--- src/rtl/ir_pkg.sv ---
// Shared NEC IR protocol definitions: FSM states, unit multipliers and
// receive window bounds (in half-units so U/2 bounds stay integral).
package ir_pkg;

   typedef enum logic [2:0] {
      IDLE,
      LEAD_MARK,
      LEAD_SPACE,
      BIT_MARK,
      BIT_SPACE,
      STOP_MARK,
      STOP_MARK_REPEAT
   } ir_state_t;

   localparam int LEAD_MARK_UNITS    = 16;
   localparam int LEAD_SPACE_UNITS   = 8;
   localparam int REPEAT_SPACE_UNITS = 4;
   localparam int ONE_SPACE_UNITS    = 3;
   localparam int BIT_MARK_UNITS     = 1;
   localparam int FRAME_BITS         = 32;

   localparam int LEAD_MARK_MIN_H   = 28;
   localparam int LEAD_MARK_MAX_H   = 36;
   localparam int LEAD_SPACE_MIN_H  = 14;
   localparam int LEAD_SPACE_MAX_H  = 18;
   localparam int REPEAT_SPACE_MIN_H = 6;
   localparam int REPEAT_SPACE_MAX_H = 10;
   localparam int BIT_MARK_MIN_H    = 1;
   localparam int BIT_MARK_MAX_H    = 4;
   localparam int ZERO_SPACE_MIN_H  = 1;
   localparam int ONE_SPACE_MIN_H   = 4;
   localparam int ONE_SPACE_MAX_H   = 8;
   localparam int STOP_MARK_MIN_H   = 1;
   localparam int STOP_MARK_MAX_H   = 4;

   function automatic int h2clk(input int half_units, input int clk_per_unit);
      return (half_units * clk_per_unit) / 2;
   endfunction

endpackage

--- src/rtl/ir_input_sync.sv ---
// Two-flop synchronizer for the asynchronous IR line plus a previous-sample
// register; reports mark start (fall), mark end (rise) and the synced level.
module ir_input_sync (
   input  logic clock,
   input  logic reset_n,
   input  logic rx_port,
   output logic fall,
   output logic rise,
   output logic level
);

   logic sync_1, sync_2, prev;

   // Idle line is a space, so every stage resets high.
   always_ff @(posedge clock) begin
      if (!reset_n) begin
         sync_1 <= 1'b1;
         sync_2 <= 1'b1;
         prev   <= 1'b1;
      end else begin
         sync_1 <= rx_port;
         sync_2 <= sync_1;
         prev   <= sync_2;
      end
   end

   assign fall  = prev & ~sync_2;
   assign rise  = ~prev & sync_2;
   assign level = sync_2;

endmodule

--- src/rtl/ir_nec_decoder.sv ---
// NEC IR frame decoder: measures mark/space widths and assembles 32 bits LSB first.
// Define IR_NEC_REPEAT_EN to add the rx_repeat output for NEC repeat codes.
module ir_nec_decoder
   import ir_pkg::*;
#(
   parameter int CLK_PER_UNIT  = 28125,
   parameter int TIMEOUT_UNITS = 20
) (
   input  logic        clock,
   input  logic        reset_n,
   input  logic        rx_enable,
   input  logic        rx_port,
   output logic        rx_valid,
   output logic [31:0] rx_data,
   output logic        rx_error
`ifdef IR_NEC_REPEAT_EN
   ,
   output logic        rx_repeat
`endif
);

   localparam int CNT_MAX_I = TIMEOUT_UNITS * CLK_PER_UNIT + 1;
   localparam int CW        = $clog2(CNT_MAX_I + 1);
   localparam logic [CW-1:0] CNT_MAX = CW'(CNT_MAX_I);

   localparam int LM_LO = h2clk(LEAD_MARK_MIN_H, CLK_PER_UNIT);
   localparam int LM_HI = h2clk(LEAD_MARK_MAX_H, CLK_PER_UNIT);
   localparam int LS_LO = h2clk(LEAD_SPACE_MIN_H, CLK_PER_UNIT);
   localparam int LS_HI = h2clk(LEAD_SPACE_MAX_H, CLK_PER_UNIT);
   localparam int BM_LO = h2clk(BIT_MARK_MIN_H, CLK_PER_UNIT);
   localparam int BM_HI = h2clk(BIT_MARK_MAX_H, CLK_PER_UNIT);
   localparam int Z_LO  = h2clk(ZERO_SPACE_MIN_H, CLK_PER_UNIT);
   localparam int O_LO  = h2clk(ONE_SPACE_MIN_H, CLK_PER_UNIT);
   localparam int O_HI  = h2clk(ONE_SPACE_MAX_H, CLK_PER_UNIT);
   localparam int SM_LO = h2clk(STOP_MARK_MIN_H, CLK_PER_UNIT);
   localparam int SM_HI = h2clk(STOP_MARK_MAX_H, CLK_PER_UNIT);
`ifdef IR_NEC_REPEAT_EN
   localparam int RS_LO = h2clk(REPEAT_SPACE_MIN_H, CLK_PER_UNIT);
   localparam int RS_HI = h2clk(REPEAT_SPACE_MAX_H, CLK_PER_UNIT);
`endif

   logic            fall, rise, line_lvl;
   logic [CW-1:0]   width;
   ir_state_t       state;
   logic [4:0]      bit_idx;
   logic [31:0]     shift_reg;
   logic            timeout;

   ir_input_sync u_sync (
      .clock   (clock),
      .reset_n (reset_n),
      .rx_port (rx_port),
      .fall    (fall),
      .rise    (rise),
      .level   (line_lvl)
   );

   function automatic logic in_win(input logic [CW-1:0] w, input int lo, input int hi);
      return (int'(w) >= lo) && (int'(w) <= hi);
   endfunction

   always_ff @(posedge clock) begin
      if (!reset_n || !rx_enable) begin
         width <= '0;
      end else if (fall || rise) begin
         width <= '0;
      end else if (width != CNT_MAX) begin
         width <= width + 1'b1;
      end
   end

   assign timeout = (width == CNT_MAX) && (state != IDLE);

   always_ff @(posedge clock) begin
      if (!reset_n) begin
         state     <= IDLE;
         bit_idx   <= '0;
         shift_reg <= '0;
         rx_data   <= '0;
         rx_valid  <= 1'b0;
         rx_error  <= 1'b0;
`ifdef IR_NEC_REPEAT_EN
         rx_repeat <= 1'b0;
`endif
      end else begin
         rx_valid  <= 1'b0;
         rx_error  <= 1'b0;
`ifdef IR_NEC_REPEAT_EN
         rx_repeat <= 1'b0;
`endif
         if (!rx_enable) begin
            state   <= IDLE;
            bit_idx <= '0;
         end else if (timeout) begin
            rx_error <= 1'b1;
            state    <= IDLE;
         end else begin
            case (state)
               // Only a fresh fall starts a frame, so a line stuck low never re-triggers.
               IDLE: if (fall && !line_lvl) state <= LEAD_MARK;
               LEAD_MARK: if (rise) begin
                  if (in_win(width, LM_LO, LM_HI)) state <= LEAD_SPACE;
                  else begin rx_error <= 1'b1; state <= IDLE; end
               end
               LEAD_SPACE: if (fall) begin
                  if (in_win(width, LS_LO, LS_HI)) begin
                     state   <= BIT_MARK;
                     bit_idx <= '0;
                  end
`ifdef IR_NEC_REPEAT_EN
                  else if (in_win(width, RS_LO, RS_HI)) state <= STOP_MARK_REPEAT;
`endif
                  else begin rx_error <= 1'b1; state <= IDLE; end
               end
               BIT_MARK: if (rise) begin
                  if (in_win(width, BM_LO, BM_HI)) state <= BIT_SPACE;
                  else begin rx_error <= 1'b1; state <= IDLE; end
               end
               // The '0' window ends one clock below the start of the '1' window.
               BIT_SPACE: if (fall) begin
                  if (in_win(width, Z_LO, O_LO - 1) || in_win(width, O_LO, O_HI)) begin
                     shift_reg[bit_idx] <= in_win(width, O_LO, O_HI);
                     bit_idx            <= bit_idx + 1'b1;
                     state <= (bit_idx == 5'(FRAME_BITS - 1)) ? STOP_MARK : BIT_MARK;
                  end else begin
                     rx_error <= 1'b1;
                     state    <= IDLE;
                  end
               end
               STOP_MARK: if (rise) begin
                  if (in_win(width, SM_LO, SM_HI)) begin
                     rx_data  <= shift_reg;
                     rx_valid <= 1'b1;
                  end else begin
                     rx_error <= 1'b1;
                  end
                  state <= IDLE;
               end
               STOP_MARK_REPEAT: if (rise) begin
                  if (in_win(width, SM_LO, SM_HI)) begin
`ifdef IR_NEC_REPEAT_EN
                     rx_repeat <= 1'b1;
`endif
                  end else begin
                     rx_error <= 1'b1;
                  end
                  state <= IDLE;
               end
               default: state <= IDLE;
            endcase
         end
      end
   end

endmodule
--- config.mk ---
export PLATFORM = sky130hd
export DESIGN_NAME = ir_nec_decoder
export DESIGN_NICKNAME = d
export VERILOG_FILES = /design/src/rtl/ir_pkg.sv /design/src/rtl/ir_input_sync.sv /design/src/rtl/ir_nec_decoder.sv
export SDC_FILE = /design/constraint.sdc
export NUM_CORES = 1
export LEC_CHECK = 0
export BUFFER_PORTS_ARGS = -buffer_cell sky130_fd_sc_hd__clkbuf_2
export CORE_AREA = 2 2 108 110
export CTS_BUF_LIST = sky130_fd_sc_hd__clkbuf_4
export DETAILED_ROUTE_END_ITERATION = 8
export DIE_AREA = 0 0 110 112
export PLACE_DENSITY = 0.71
export SETUP_SLACK_MARGIN = 0.5
export SYNTH_ARGS = -nofsm -noshare
export SYNTH_HDL_FRONTEND = slang
export SYNTH_SLANG_ARGS = --single-unit
--- constraint.sdc ---
create_clock -name clock -period 4.19 [get_ports clock]
set_input_delay 0.838 -clock clock [delete_from_list [all_inputs] [get_ports clock]]
set_output_delay 0.838 -clock clock [all_outputs]
set_load 0.03 [all_outputs]
# Word-level counts from Yosys, hierarchy flattened

Index checks and enable logic that the tools add are counted.

Add/sub/neg operators: 2
Order comparisons: 11
Multiplexer cells: 31
Reduce and logical (&&, ||, !) cells: 27
Equal/unequal tests: 17
Bitwise operators: 9

Operators by type and width:

| kind                                                                                  | number |
|---|---|
| 20-bit by 16-bit <= comparator with 1-bit output, second input constant               | 2 |
| 32-bit bitwise mux                                                                    | 1 |
| 3-bit 2-to-1 mux                                                                      | 9 |
| 20-bit by 1-bit adder with 20-bit output, second input constant                       | 1 |
| 20-bit equality test, second input constant                                           | 1 |
| 20-bit by 14-bit greater-or-equal comparator with 1-bit output, second input constant | 1 |
| 20-bit by 16-bit greater-or-equal comparator with 1-bit output, second input constant | 1 |
| 20-bit by 18-bit greater-or-equal comparator with 1-bit output, second input constant | 1 |
| 20-bit by 19-bit greater-or-equal comparator with 1-bit output, second input constant | 1 |
| 20-bit by 17-bit <= comparator with 1-bit output, second input constant               | 1 |
| 20-bit by 18-bit <= comparator with 1-bit output, second input constant               | 1 |
| 20-bit by 19-bit <= comparator with 1-bit output, second input constant               | 1 |
| 5-bit 2-to-1 mux                                                                      | 4 |
| 20-bit inequality test, second input constant                                         | 1 |
| 3-bit one-hot mux with 6 select lines                                                 | 1 |
| 2-bit inequality test, second input constant                                          | 7 |
| 6-bit AND reduction                                                                   | 2 |
| 1-bit 2-to-1 mux                                                                      | 11 |
| 5-bit one-hot mux with 2 select lines                                                 | 1 |
| 5-bit AND reduction                                                                   | 2 |
| 3-bit equality test, second input constant                                            | 3 |
| 1-bit logical AND                                                                     | 8 |
| 1-bit NOT                                                                             | 7 |
| 3-bit by 2-bit equality test with 1-bit output, second input constant                 | 2 |
| 19 further kinds                                                                      | 27 |

Logic and storage cells: 107
Register bits: 97
Input bits: 4
Output and inout bits: 34

# Depth between registers and ports, before layout

Gate-level depths: netlist (run 1).

Depth in word-level cells: 7
Depth in mapped cells: 12
Gate-level depth less buffers: 9

# Modules after synthesis

A second synthesis (run 1) with hierarchy kept.

Cells, all modules: 587
Area, all modules: 4997.3 um^2

By module, submodules not included:

| module         | instances | area an instance (um^2) | cells each |
|---|---|---|---|
| ir_nec_decoder | 1         | 4906.0                  | 579 |
| ir_input_sync  | 1         | 91.3                    | 8 |

# Worst setup path before layout (run 1)

Ideal clock, no wire load.

Path kind: flip-flop to flip-flop
Start point: register width[16]
End point: register rx_error
Period minus slack after synthesis: 2732 ps
Slack: 1458 ps
Arrival time: 2605 ps
Required time: 4063 ps
Cell stages (with the launch flop): 10
Setup time: 127 ps
Path through: dfxtp_1 buf_6 or4_4 or4b_4 o31ai_4 o211a_4 or2_1 buf_6 a2111oi_2 or3_1

Cells in the longest elaborated chain, start to end: 7
Elaborated cells between the ends (all ways): 27

Ends and longest elaborated chain:

| what                                                                                         | line                  | RTL |
|---|---|---|
| start: declaration                                                                           | ir_nec_decoder.sv:43  | `logic [CW-1:0] width;` |
| start signal: assignment                                                                     | ir_nec_decoder.sv:68  | `width <= width + 1'b1;` |
| 20-bit by 14-bit greater-or-equal comparator with 1-bit output, or another cell as far along | ir_nec_decoder.sv:59  | `return (int'(w) >= lo) && (int'(w) <= hi);` |
| 1-bit logical AND                                                                            | ir_nec_decoder.sv:59  |  |
| 1-bit logical OR                                                                             | ir_nec_decoder.sv:121 | `if (in_win(width, Z_LO, O_LO - 1) \|\| in_win(width, O_LO, O_HI)) begin` |
| 1-bit 2-to-1 mux                                                                             | ir_nec_decoder.sv:121 |  |
| 1-bit 2-to-1 mux                                                                             | ir_nec_decoder.sv:120 | `BIT_SPACE: if (fall) begin` |
| 1-bit one-hot mux with 4 select lines                                                        | ir_nec_decoder.sv:98  | `case (state)` |
| 1-bit 2-to-1 mux *                                                                           | ir_nec_decoder.sv:94  | `end else if (timeout) begin` |
| end signal: assignment                                                                       | ir_nec_decoder.sv:95  | `rx_error <= 1'b1;` |
| end signal: assignment                                                                       | ir_nec_decoder.sv:103 | `else begin rx_error <= 1'b1; state <= IDLE; end` |
| end signal: assignment                                                                       | ir_nec_decoder.sv:126 | `rx_error <= 1'b1;` |
| end: declaration                                                                             | ir_nec_decoder.sv:15  | `output logic rx_error` |

Every way passes the cells marked *; elsewhere a longest branch is shown, timed or not.
A chain may end at the register's enable or synchronous reset.

# Worst setup path after layout (run 1)

Start point: register width[1]
End point: register shift_reg[14]

Cells in the longest elaborated chain, start to end: 4
Elaborated cells between the ends (all ways): 12

Ends and longest elaborated chain:

| what                                                                                         | line                                       | RTL |
|---|---|---|
| 20-bit by 14-bit greater-or-equal comparator with 1-bit output, or another cell as far along | ir_nec_decoder.sv:59                       |  |
| 1-bit logical AND (on tied branches)                                                         | ir_nec_decoder.sv:59, ir_nec_decoder.sv:72 |  |
| 1-bit logical OR / 1-bit NOT (equally long branches)                                         | -                                          |  |
| 5-bit AND reduction (no line)                                                                | -                                          |  |
| end signal: indexed assignment                                                               | ir_nec_decoder.sv:122                      | `shift_reg[bit_idx] <= in_win(width, O_LO, O_HI);` |
| end: declaration                                                                             | ir_nec_decoder.sv:46                       | `logic [31:0] shift_reg;` |

Parallel ways exist; a longest one is shown, timed or not.

==> results_tabular.tex, run 1 <==
\begin{tabular}{lr}
\hline
Metric & Value \\
\hline
\multicolumn{2}{l}{\textbf{Route}} \\
Total Routed Length & 11.6 mm \\
Vias per inst & 5.82 \\
DRC violation count after routing & 0 \\
First-iteration detailed-routing DRC count & 318 \\
Number of nets with antenna violations after routing & 0 \\
Detailed-route via count & 4374 \\
First-pass iteration count of the detailed router & 5 \\
Wire per inst & 15.5 µm \\
\multicolumn{2}{l}{\textbf{Pwr}} \\
Pwr per Cell Area & 282 nW/µm² \\
Proportion of power drawn by flip-flops and latches & 63.1\% \\
Cell internal pwr & 1.12 mW \\
Part of the power in combinational logic & 3.0\% \\
Worst VDD drop & 0.177 mV \\
Switching pwr & 0.353 mW \\
Leakage power & 1.71 nW \\
Share of total power in the clock network & 34.0\% \\
Switching share of power & 24.0\% \\
\multicolumn{2}{l}{\textbf{GRT}} \\
Overflow left after global routing & 0 \\
Number of antenna violations at the first check in global routing & 0 \\
Total routing usage reported by global routing & 19.8\% \\
Global-route wire length before repair & 19.5 mm \\
Number of global-route vias before repair & 3953 \\
Maximum number of pins on one net before global-route repair & 70 \\
\multicolumn{2}{l}{\textbf{CTS}} \\
Postcts setup bufs & 0 \\
Clock Tree Buf Depth & 2 \\
TritonCTS Buffers & 9 \\
Resized Gates After CTS & 0 \\
Clock latency of the later-clocked register in the worst-skew pair & 0.47 ns \\
Count of hold-fix buffers inserted at cts & 0 \\
Clock sinks & 97 \\
Cell at the root of the clock tree & clkbuf\_4 \\
CTS tree & yes \\
Total number of H-tree levels & 3 \\
Reg clk slew, reported paths & 0.15 ns \\
\multicolumn{2}{l}{\textbf{Logic synthesis}} \\
Synthesized-area fraction occupied by xor and xnor cells & 2.66\% \\
Fraction of the mapped netlist area in compound gates & 21.6\% \\
Post-Synthesis Cells & 603 \\
Multiplexer area fraction after synthesis & 1.82\% \\
Dominant combinational cell family by area after synthesis & simple AND/OR/NAND/NOR gates \\
Arithmetic-cell share of the synthesized area counting full adders, half adders and majority gates & 3.24\% \\
Net count of the mapped netlist & 619 \\
\#FFs+latches synth & 97 \\
Prevailing post-synth register cell & dfxtp\_1 \\
Number of synthesized flops with an enable pin & 0 \\
Synth Area in Simple Gates & 25.6\% \\
Post-Synthesis Mean Instance Area & 8.19 µm² \\
Mapped Area & 4940 µm² \\
Proportion of synthesized flip-flops having asynchronous set or reset & 0\% \\
Share of synthesized area occupied by flip-flops and latches & 39.3\% \\
Distinct cells, synth & 66 \\
Count of warnings emitted by yosys & 0 \\
\multicolumn{2}{l}{\textbf{Placed design}} \\
Worst slack, placed & 1.23 ns \\
Final weighted congestion in routability-driven placement & 0.976 \\
DP Wirelength & 8.06 mm \\
Placed insts & 736 \\
Port Buffer Count & 37 \\
\multicolumn{2}{l}{\textbf{Finish}} \\
Net count of the finished layout & 620 \\
Non-filler instance count after layout & 751 \\
Share of post-route cells with drive strength above 1 & 11.0\% \\
Most common cell after layout, fill and taps aside & nand2\_1 \\
Antenna cell count & 0 \\
Most frequent cells in the layout & nand2\_1, dfxtp\_1, nor2\_1 \\
Area growth from synthesis to final layout & 5.80\% \\
\multicolumn{2}{l}{\textbf{STA}} \\
Actual transition at the worst max-transition pin & 0.719 ns \\
Setup repair after global routing missed its margin & no \\
Setup-failing EPs final & 0 \\
Max-slew headroom at the worst pin & 51.7\% \\
Max-slew violation count & 0 \\
Count of endpoints failing hold in the final timing report & 0 \\
Final setup slack of the worst path & 1.18 ns \\
Final setup TNS & 0 ns \\
Fmax & 333 MHz \\
Final worst clock skew & 0.0148 ns \\
Fin crit period & 3.01 ns \\
Final cycle utilization of the critical path & 71.8\% \\
\multicolumn{2}{l}{\textbf{Outcome}} \\
Result of the run & complete, no violations \\
\multicolumn{2}{l}{\textbf{Setup path}} \\
Crit path required time & 4.58 ns \\
Critical path start-end classification & register to register \\
Crit path DAT & 3.40 ns \\
Kind of launch point of the worst setup path & register \\
Maximum fanout along the worst path & 26 \\
Type of element capturing the critical path & register \\
\multicolumn{2}{l}{\textbf{Die}} \\
I/O pin cnt & 38 \\
Total number of placement rows & 39 \\
Initial core utilization & 44.2\% \\
Core area & 11200 µm² \\
Die span in x & 110 µm \\
Vertical die dimension & 112 µm \\
Area enclosed by the die boundary & 12300 µm² \\
\multicolumn{2}{l}{\textbf{Min path}} \\
Hold Crit Class & register to register \\
\multicolumn{2}{l}{\textbf{Run}} \\
Maximum capacitance violations & 0 \\
\hline
\end{tabular}
==> synthesized netlist by cell type (12+ instances only) <==
| master | instances | area, µm² |
|---|---|---|
| clkbuf_1 | 36 | 135 |
| nor2_1 | 44 | 165 |
| a21oi_1 | 12 | 60.1 |
| a21boi_0 | 32 | 240 |
| inv_1 | 14 | 52.6 |
| nand2_1 | 106 | 398 |
| dfxtp_1 | 97 | 1940 |
| o21ai_0 | 32 | 160 |
| nor4_1 | 16 | 100 |
| nand3_1 | 21 | 105 |
| o211ai_1 | 21 | 158 |
| ha_1 | 12 | 150 |
==> worst paths after layout <==
kind	from	slack [ns]	to	depth (start not counted)
setup / recovery	width[1]	1.18	shift_reg[14]	9
hold / removal	u_sync.sync_1	0.41	u_sync.level	1
setup reg to reg	width[1]	1.18	shift_reg[14]	9
hold reg to reg	u_sync.sync_1	0.41	u_sync.level	1
==> cell type report <==
type                    count  area (µm²)
clock inverters             6        66.3
clock buffers               9        67.6
well taps                 143         179
repair buffers             40         208
fillers                  1095        5950
flip-flops and latches     97        1940
multi-input cells         442        2710
inverters                  14        52.6
==> layer usage <==
layer  wire [µm]  global-route usage, %  up-vias
li1            -                      -     2159
met1        5530                   28.1     2046
met2        5270                   29.6      153
met3         653                   4.04       16
met4         172                   6.92        0
met5           0                      0        -
==> power by group through the flow <==
stage	logic, mW	registers (mW)	clock network (mW)
floorplan	0.0357	0.947	0
global placement	0.0433	0.950	0
detailed placement	0.0440	0.950	0
CTS	0.0441	0.930	0.523
global route	0.0495	0.931	0.557
finish	0.0437	0.930	0.500
==> worst max-delay path: stages, from the launching register on <==
cell and delay [ns]:
dfxtp_1 0.62, inv_1 0.15, ha_1 0.26, nand4b_1 0.11, nor4_1 0.06, nand3b_1 0.45
and3_1 0.41, o21ai_4 0.24, nor4_1 0.38, mux2i_1 0.24
==> logic make-up after synthesis <==
family	Yosys count
AOI/OAI and AO/OA	147
xor gates and xnor gates	15
adders and majority gates	13
buffers and inverters	64
DFF	97
muxes	9
and+or+nand+nor	258
==> metrics by stage <==
step	utilization, %	instance area (µm²)	total power, mW	hold slack [ns]
finish	46.8	5230	1.47	0.409
global route	46.8	5230	1.54	0.439
CTS	46.8	5230	1.50	0.421
detailed placement	45.6	5090	0.994	0.398
global placement	45.6	5090	0.993	0.399
floorplan	-	4940	0.983	0.386
No activity file was read; power rests on OpenSTA's default activity.
==> inputs of run 2 (changes only) <==
clock period = 3.1 ns   (was 4.19 ns; I/O delays follow)
==> results_tabular.tex, run 2 (synthesis results as in run 1) <==
\begin{tabular}{lr}
\hline
Metric & Value \\
\hline
\multicolumn{2}{l}{\textbf{Outcome}} \\
Result of the run & complete, no violations \\
\multicolumn{2}{l}{\textbf{Placed design}} \\
DP Wirelength & 8.73 mm (+8.3\%) \\
Final weighted congestion in routability-driven placement & 0.925 (-5.3\%) \\
Worst slack, placed & 0.283 ns (-0.948 ns) \\
Port Buffer Count & 37 (unchanged) \\
\multicolumn{2}{l}{\textbf{GRT}} \\
Number of global-route vias before repair & 4281 (+8.3\%) \\
Global-route wire length before repair & 21.4 mm (+9.7\%) \\
Maximum number of pins on one net before global-route repair & 70 (unchanged) \\
Total routing usage reported by global routing & 21.9\% (+2.2 points) \\
Overflow left after global routing & 0 (unchanged) \\
Number of antenna violations at the first check in global routing & 0 (unchanged) \\
\multicolumn{2}{l}{\textbf{Setup path}} \\
Crit path DAT & 3.36 ns (-0.04 ns) \\
Largest stage delay on the critical path & 0.56 ns (-0.06 ns) \\
Critical path start-end classification & register to register \\
Type of element capturing the critical path & register \\
Top Family by Delay on Critical Path & simple AND/OR/NAND/NOR gates \\
R2r startpoint & width[16] \\
Number of cells on the worst reg-to-reg path & 8 (-1) \\
Kind of launch point of the worst setup path & register \\
Worst path buffer plus inverter count & 1 (unchanged) \\
End of the worst register-to-register path & shift\_reg[12] \\
Crit path required time & 3.53 ns (-1.05 ns) \\
Worst path cell trace & or4\_4 > or4b\_4 > o31ai\_4 > o211a\_4 > buf\_4 > o21ai\_4 > nor4\_4 > mux2i\_1 \\
R2R Setup Slk & 0.17 ns (-1.01 ns) \\
Maximum fanout along the worst path & 8 (-69\%) \\
Cell with the largest stage delay on the worst path & or4\_4 \\
\multicolumn{2}{l}{\textbf{Run}} \\
Maximum capacitance violations & 0 (unchanged) \\
\multicolumn{2}{l}{\textbf{Finish}} \\
Share of post-route cells with drive strength above 1 & 33.1\% (+22 points) \\
Final core area utilization & 56.5\% (+9.7 points) \\
Area growth from synthesis to final layout & 27.8\% \\
Antenna cell count & 0 (unchanged) \\
FF+latch area & 1950 µm² (+0.64\%) \\
Net count of the finished layout & 654 (+5.5\%) \\
Most frequent cells in the layout & dfxtp\_1, nand2\_1, nor2\_1 \\
Combined area of the multi-input logic cells & 3360 µm² (+24\%) \\
Most common cell after layout, fill and taps aside & dfxtp\_1 \\
Final-layout fill cell count & 946 (-14\%) \\
\multicolumn{2}{l}{\textbf{STA}} \\
Fmax & 341 MHz (+2.7\%) \\
Final setup TNS & 0 ns (unchanged) \\
Final worst clock skew & 0.0204 ns (+0.00558 ns) \\
Final setup slack of the worst path & 0.171 ns (-1.01 ns) \\
Max-slew headroom at the worst pin & 46.3\% (-5.4 points) \\
Final cycle utilization of the critical path & 94.5\% (+23 points) \\
Actual transition at the worst max-transition pin & 0.803 ns (+0.0848 ns) \\
Setup-failing EPs final & 0 (unchanged) \\
Count of endpoints failing hold in the final timing report & 0 (unchanged) \\
Fin crit period & 2.93 ns (-0.0781 ns) \\
Setup repair after global routing missed its margin & yes \\
Max-slew violation count & 0 (unchanged) \\
\multicolumn{2}{l}{\textbf{Pwr}} \\
Worst VDD drop & 0.332 mV (+87\%) \\
Overall power consumption & 2.13 mW (+45\%) \\
Share of total power in the clock network & 37.9\% (+3.9 points) \\
Proportion of power drawn by flip-flops and latches & 58.9\% (-4.2 points) \\
Part of the power in combinational logic & 3.3\% (+0.3 points) \\
Pwr per Cell Area & 338 nW/µm² (+20\%) \\
Switching share of power & 24.1\% (+0.086 points) \\
Leakage power & 2.38 nW (+39\%) \\
Cell internal pwr & 1.62 mW (+44\%) \\
Switching pwr & 0.513 mW (+45\%) \\
\multicolumn{2}{l}{\textbf{Die}} \\
Initial core utilization & 44.2\% (unchanged) \\
Total number of placement rows & 39 (unchanged) \\
I/O pin cnt & 38 (unchanged) \\
Core area & 11200 µm² (unchanged) \\
Die span in x & 110 µm (unchanged) \\
Vertical die dimension & 112 µm (unchanged) \\
Area enclosed by the die boundary & 12300 µm² (unchanged) \\
\multicolumn{2}{l}{\textbf{CTS}} \\
Cell at the root of the clock tree & clkbuf\_4 \\
Clock latency of the later-clocked register in the worst-skew pair & 0.50 ns (+0.03 ns) \\
Clock sinks & 97 (unchanged) \\
TritonCTS Buffers & 9 (unchanged) \\
Count of hold-fix buffers inserted at cts & 0 (unchanged) \\
Reg clk slew, reported paths & 0.16 ns (about the same) \\
Clock Tree Buf Depth & 2 (unchanged) \\
CTS tree & yes \\
Total number of H-tree levels & 3 (unchanged) \\
\multicolumn{2}{l}{\textbf{Route}} \\
Wire per inst & 19.4 µm (+25\%) \\
DRC violation count after routing & 0 (unchanged) \\
First-iteration detailed-routing DRC count & 495 (+56\%) \\
First-pass iteration count of the detailed router & 5 (unchanged) \\
Number of nets with antenna violations after routing & 0 (unchanged) \\
Detailed-route via count & 4819 (+10\%) \\
Vias per inst & 6.13 (+5.3\%) \\
Total Routed Length & 15.2 mm (+31\%) \\
\multicolumn{2}{l}{\textbf{Min path}} \\
Destination of the worst hold path & u\_sync.sync\_1 \\
Hold Crit Class & primary input to register \\
Worst hold path stage count & 2 (+1) \\
Hold path startpoint & rx\_port \\
\hline
\end{tabular}
-- run 2: cell types whose count changed in the layout (fill, tap and decap cells not counted), moves of 9 or more --
cell / before / now
nand2_2: 1 / 22
nand2_1: 106 / 57
a21boi_1: 0 / 9
buf_4: 3 / 24
o21ai_1: 0 / 13
nand2_4: 0 / 27
o21ai_0: 32 / 14
a21boi_0: 32 / 2
a21boi_2: 0 / 21
-- run 2: per-layer routing --
metal,wire [µm],GRT usage (%),vias up
met5,0,0,-
met4,616,8.44,0
met3,846,4.45,52
met2,7500,34.8,205
met1,6280,29.0,2322
li1,-,-,2240
-- run 2: worst max path at each step --
stage,startpoint,end,cells past startpoint
floorplan,width[16],rx_error,9
global placement,width[16],rx_error,7
detailed placement,width[16],shift_reg[11],7
CTS,width[16],shift_reg[29],7
global route,width[16],shift_reg[12],8
finish,width[16],shift_reg[12],8
-- run 2: layout make-up --
class                   instances  share of cell area (%)
multi-input cells             443                    53.2
flip-flops and latches         97                    31.0
repair buffers                 73                    9.41
well taps                     143                    2.83
clock inverters                 6                    1.53
clock buffers                  10                    1.19
inverters                      14                   0.832
-- run 2: metrics by stage --
step / instance area [µm²] / instances / hold slack [ns]
finish: 6310 / 786 / 0.290
global route: 6310 / 786 / 0.307
CTS: 5510 / 771 / 0.275
detailed placement: 5220 / 752 / 0.397
global placement: 5220 / 752 / 0.395
floorplan: 4940 / 603 / 0.386
-- run 2: repair_timing --
action                     CTS  global route
pin swaps                   12            68
setup buffers                2             9
setup endpoints to repair   73            73
gates cloned                 1             6
gates resized for setup     34           176
-- run 2: worst register-to-register path: cells and delay by family (launching register included) --
kind	cells	cell delay (ns)
and+or+nand+nor	3	1.43
muxes	1	0.24
AOI/OAI and AO/OA	3	0.67
buffers and inverters	1	0.15
DFF	1	0.37
-- run 2: power groups by stage --
stage	clock [mW]	combinational [mW]	sequential (mW)
2_1_floorplan	0	0.0482	1.28
3_3_place_gp	0	0.0603	1.28
3_5_place_dp	0	0.0618	1.28
5_1_grt	0.860	0.0757	1.26
6_report	0.808	0.0694	1.25
4_1_cts	0.823	0.0629	1.25
==> inputs of run 3 (changes only) <==
PLACE_DENSITY = 0.73   (was 0.71)
clock period = 2.65 ns   (was 3.1 ns; I/O delays follow)
==> results_tabular.tex, run 3 (synthesis results as in run 1) <==
\begin{tabular}{lr}
\hline
Metric & Value \\
\hline
\multicolumn{2}{l}{\textbf{Outcome}} \\
Result of the run & finished, violations left \\
Violated checks & negative setup slack \\
\multicolumn{2}{l}{\textbf{CTS}} \\
Clock Tree Buf Depth & 2 (unchanged) \\
Count of hold-fix buffers inserted at cts & 0 (unchanged) \\
Cell at the root of the clock tree & clkbuf\_4 \\
TritonCTS Buffers & 9 (unchanged) \\
Total number of H-tree levels & 3 (unchanged) \\
Reg clk slew, reported paths & 0.17 ns (about the same) \\
CTS tree & yes \\
Clock latency of the later-clocked register in the worst-skew pair & 0.48 ns (-0.02 ns) \\
Clock sinks & 97 (unchanged) \\
\multicolumn{2}{l}{\textbf{Route}} \\
First-iteration detailed-routing DRC count & 253 (-49\%) \\
Total Routed Length & 13.2 mm (-13\%) \\
Vias per inst & 5.73 (-6.5\%) \\
Detailed-route via count & 4580 (-5.0\%) \\
First-pass iteration count of the detailed router & 5 (unchanged) \\
DRC violation count after routing & 0 (unchanged) \\
Number of nets with antenna violations after routing & 0 (unchanged) \\
Wire per inst & 16.5 µm (-15\%) \\
\multicolumn{2}{l}{\textbf{Setup path}} \\
R2R Setup Slk & -0.06 ns (-0.23 ns) \\
Cell with the largest stage delay on the worst path & or4\_4 \\
Kind of launch point of the worst setup path & register \\
Crit path DAT & 3.07 ns (-0.29 ns) \\
R2r startpoint & width[16] \\
Critical path start-end classification & register to register \\
Type of element capturing the critical path & register \\
Maximum fanout along the worst path & 12 (+4) \\
Crit path required time & 3.01 ns (-0.52 ns) \\
Number of cells on the worst reg-to-reg path & 8 (unchanged) \\
End of the worst register-to-register path & shift\_reg[19] \\
Worst path cell trace & or4\_4 > or4b\_4 > o31ai\_4 > o211a\_4 > o21ai\_4 > buf\_12 > o311ai\_4 > o41ai\_2 \\
Largest stage delay on the critical path & 0.55 ns (about the same) \\
\multicolumn{2}{l}{\textbf{Finish}} \\
Combined area of the multi-input logic cells & 2920 µm² (-13\%) \\
Area growth from synthesis to final layout & 18.4\% \\
Most frequent cells in the layout & nand2\_1, dfxtp\_1, nor2\_1, buf\_4, clkbuf\_2 \\
Share of post-route cells with drive strength above 1 & 21.7\% (-11 points) \\
Most common cell after layout, fill and taps aside & nand2\_1 \\
Net count of the finished layout & 666 (+1.8\%) \\
Final-layout fill cell count & 1054 (+11\%) \\
FF+latch area & 1940 µm² (-0.58\%) \\
Final Cell Area & 5850 µm² (-7.4\%) \\
\multicolumn{2}{l}{\textbf{STA}} \\
Fin crit period & 2.71 ns (-0.219 ns) \\
Setup-failing EPs final & 4 (+4) \\
Actual transition at the worst max-transition pin & 0.717 ns (-0.0861 ns) \\
Fmax & 369 MHz (+8.1\%) \\
Max-slew headroom at the worst pin & 52.2\% (+5.9 points) \\
Final worst clock skew & 0.0104 ns (-0.00999 ns) \\
Max-slew violation count & 0 (unchanged) \\
Final setup slack of the worst path & -0.0592 ns (-0.231 ns) \\
Final cycle utilization of the critical path & 102\% (+7.8 points) \\
Setup repair after global routing missed its margin & yes \\
Count of endpoints failing hold in the final timing report & 0 (unchanged) \\
\multicolumn{2}{l}{\textbf{Min path}} \\
Destination of the worst hold path & u\_sync.sync\_1 \\
Hold path startpoint & rx\_port \\
Worst hold path stage count & 2 (unchanged) \\
Hold Crit Class & primary input to register \\
\multicolumn{2}{l}{\textbf{GRT}} \\
Global-route wire length before repair & 21.7 mm (+1.7\%) \\
Met1 layer usage reported by global route & 30.7\% (+1.7 points) \\
Highest-utilization routing layer at the global route stage & met2 \\
Number of antenna violations at the first check in global routing & 1 (+1) \\
Routing usage on met2 & 35.5\% (+0.61 points) \\
Number of global-route vias before repair & 4395 (+2.7\%) \\
Total routing usage reported by global routing & 22.3\% (+0.33 points) \\
GR Layer Usage met3 & 3.16\% (-1.3 points) \\
Maximum number of pins on one net before global-route repair & 70 (unchanged) \\
Overflow left after global routing & 0 (unchanged) \\
\multicolumn{2}{l}{\textbf{Die}} \\
Vertical die dimension & 112 µm (unchanged) \\
Die span in x & 110 µm (unchanged) \\
Total number of placement rows & 39 (unchanged) \\
Initial core utilization & 44.2\% (unchanged) \\
Core area & 11200 µm² (unchanged) \\
I/O pin cnt & 38 (unchanged) \\
Area enclosed by the die boundary & 12300 µm² (unchanged) \\
\multicolumn{2}{l}{\textbf{Placed design}} \\
Placed cell areas & 5460 µm² (+4.6\%) \\
Port Buffer Count & 37 (unchanged) \\
DP Wirelength & 9.10 mm (+4.3\%) \\
Worst slack, placed & 0.0123 ns (-0.271 ns) \\
Final weighted congestion in routability-driven placement & 0.948 (+2.6\%) \\
\multicolumn{2}{l}{\textbf{Pwr}} \\
Leakage power & 2.03 nW (-15\%) \\
Worst VDD drop & 0.276 mV (-17\%) \\
Pwr per Cell Area & 399 nW/µm² (+18\%) \\
\multicolumn{2}{l}{\textbf{Run}} \\
Maximum capacitance violations & 0 (unchanged) \\
\hline
\end{tabular}
-- run 3: cell count changes in the layout (fill, tap and decap cells not counted), moves of 8 or more --
cell,delta
o21ai_0,+11
nand2_1,+46
a21boi_0,+29
buf_4,+19
a21boi_1,-8
a21boi_2,-21
nand2_4,-27
nand2_2,-18
-- run 3: cell type report --
class	instances	share of cell area, %
multi-input cells	442	50.0
flip-flops and latches	97	33.2
repair buffers	86	10.6
well taps	143	3.06
clock buffers	9	1.16
clock inverters	7	1.01
inverters	14	0.899
diodes	1	0.0428
-- run 3: stage by stage --
step | hold WS, ns | total power [mW] | cells | utilization, % | setup TNS, ns
2_1_floorplan | 0.386 | 1.55 | 603 | - | 0
3_3_place_gp | 0.395 | 1.57 | 778 | 48.9 | 0
3_5_place_dp | 0.399 | 1.57 | 778 | 48.9 | 0
4_1_cts | 0.208 | 2.34 | 796 | 51.3 | 0
5_1_grt | 0.234 | 2.40 | 799 | 52.3 | -1.41
6_report | 0.226 | 2.33 | 799 | 52.3 | -0.115
-- run 3: worst max-delay path: cells and delay by family, from the launching register on --
kind | cells | cell delay [ns]
and+or+nand+nor | 2 | 1.08
AOI/OAI and AO/OA | 5 | 1.00
DFF | 1 | 0.35
buffers and inverters | 1 | 0.17
-- run 3: layer usage --
metal	up-vias	share of wire (%)
li1	2260	-
met1	2204	46
met2	98	48
met3	18	4.0
met4	0	1.6
met5	-	0
-- run 3: repair_timing --
| item | CTS | global route |
|---|---|---|
| pin swaps | 0 | 4 |
| gates resized for setup | 23 | 25 |
| setup buffers | 1 | 2 |
| setup endpoints to repair | 76 | 79 |
| gates cloned | 1 | 0 |
-- run 3: worst max-delay path by stage --
stage	startpoint	depth (start not counted)	endpoint
2_1_floorplan	width[16]	9	rx_error
3_3_place_gp	width[16]	8	state[0]
3_5_place_dp	width[16]	8	state[0]
4_1_cts	width[16]	8	shift_reg[23]
5_1_grt	width[16]	8	shift_reg[19]
6_report	width[16]	8	shift_reg[19]
-- run 3: power by group --
group	total, mW	internal, mW	switching, mW
combinational	0.0806	0.0251	0.0555
sequential	1.47	1.46	0.00381
clock	0.785	0.210	0.575
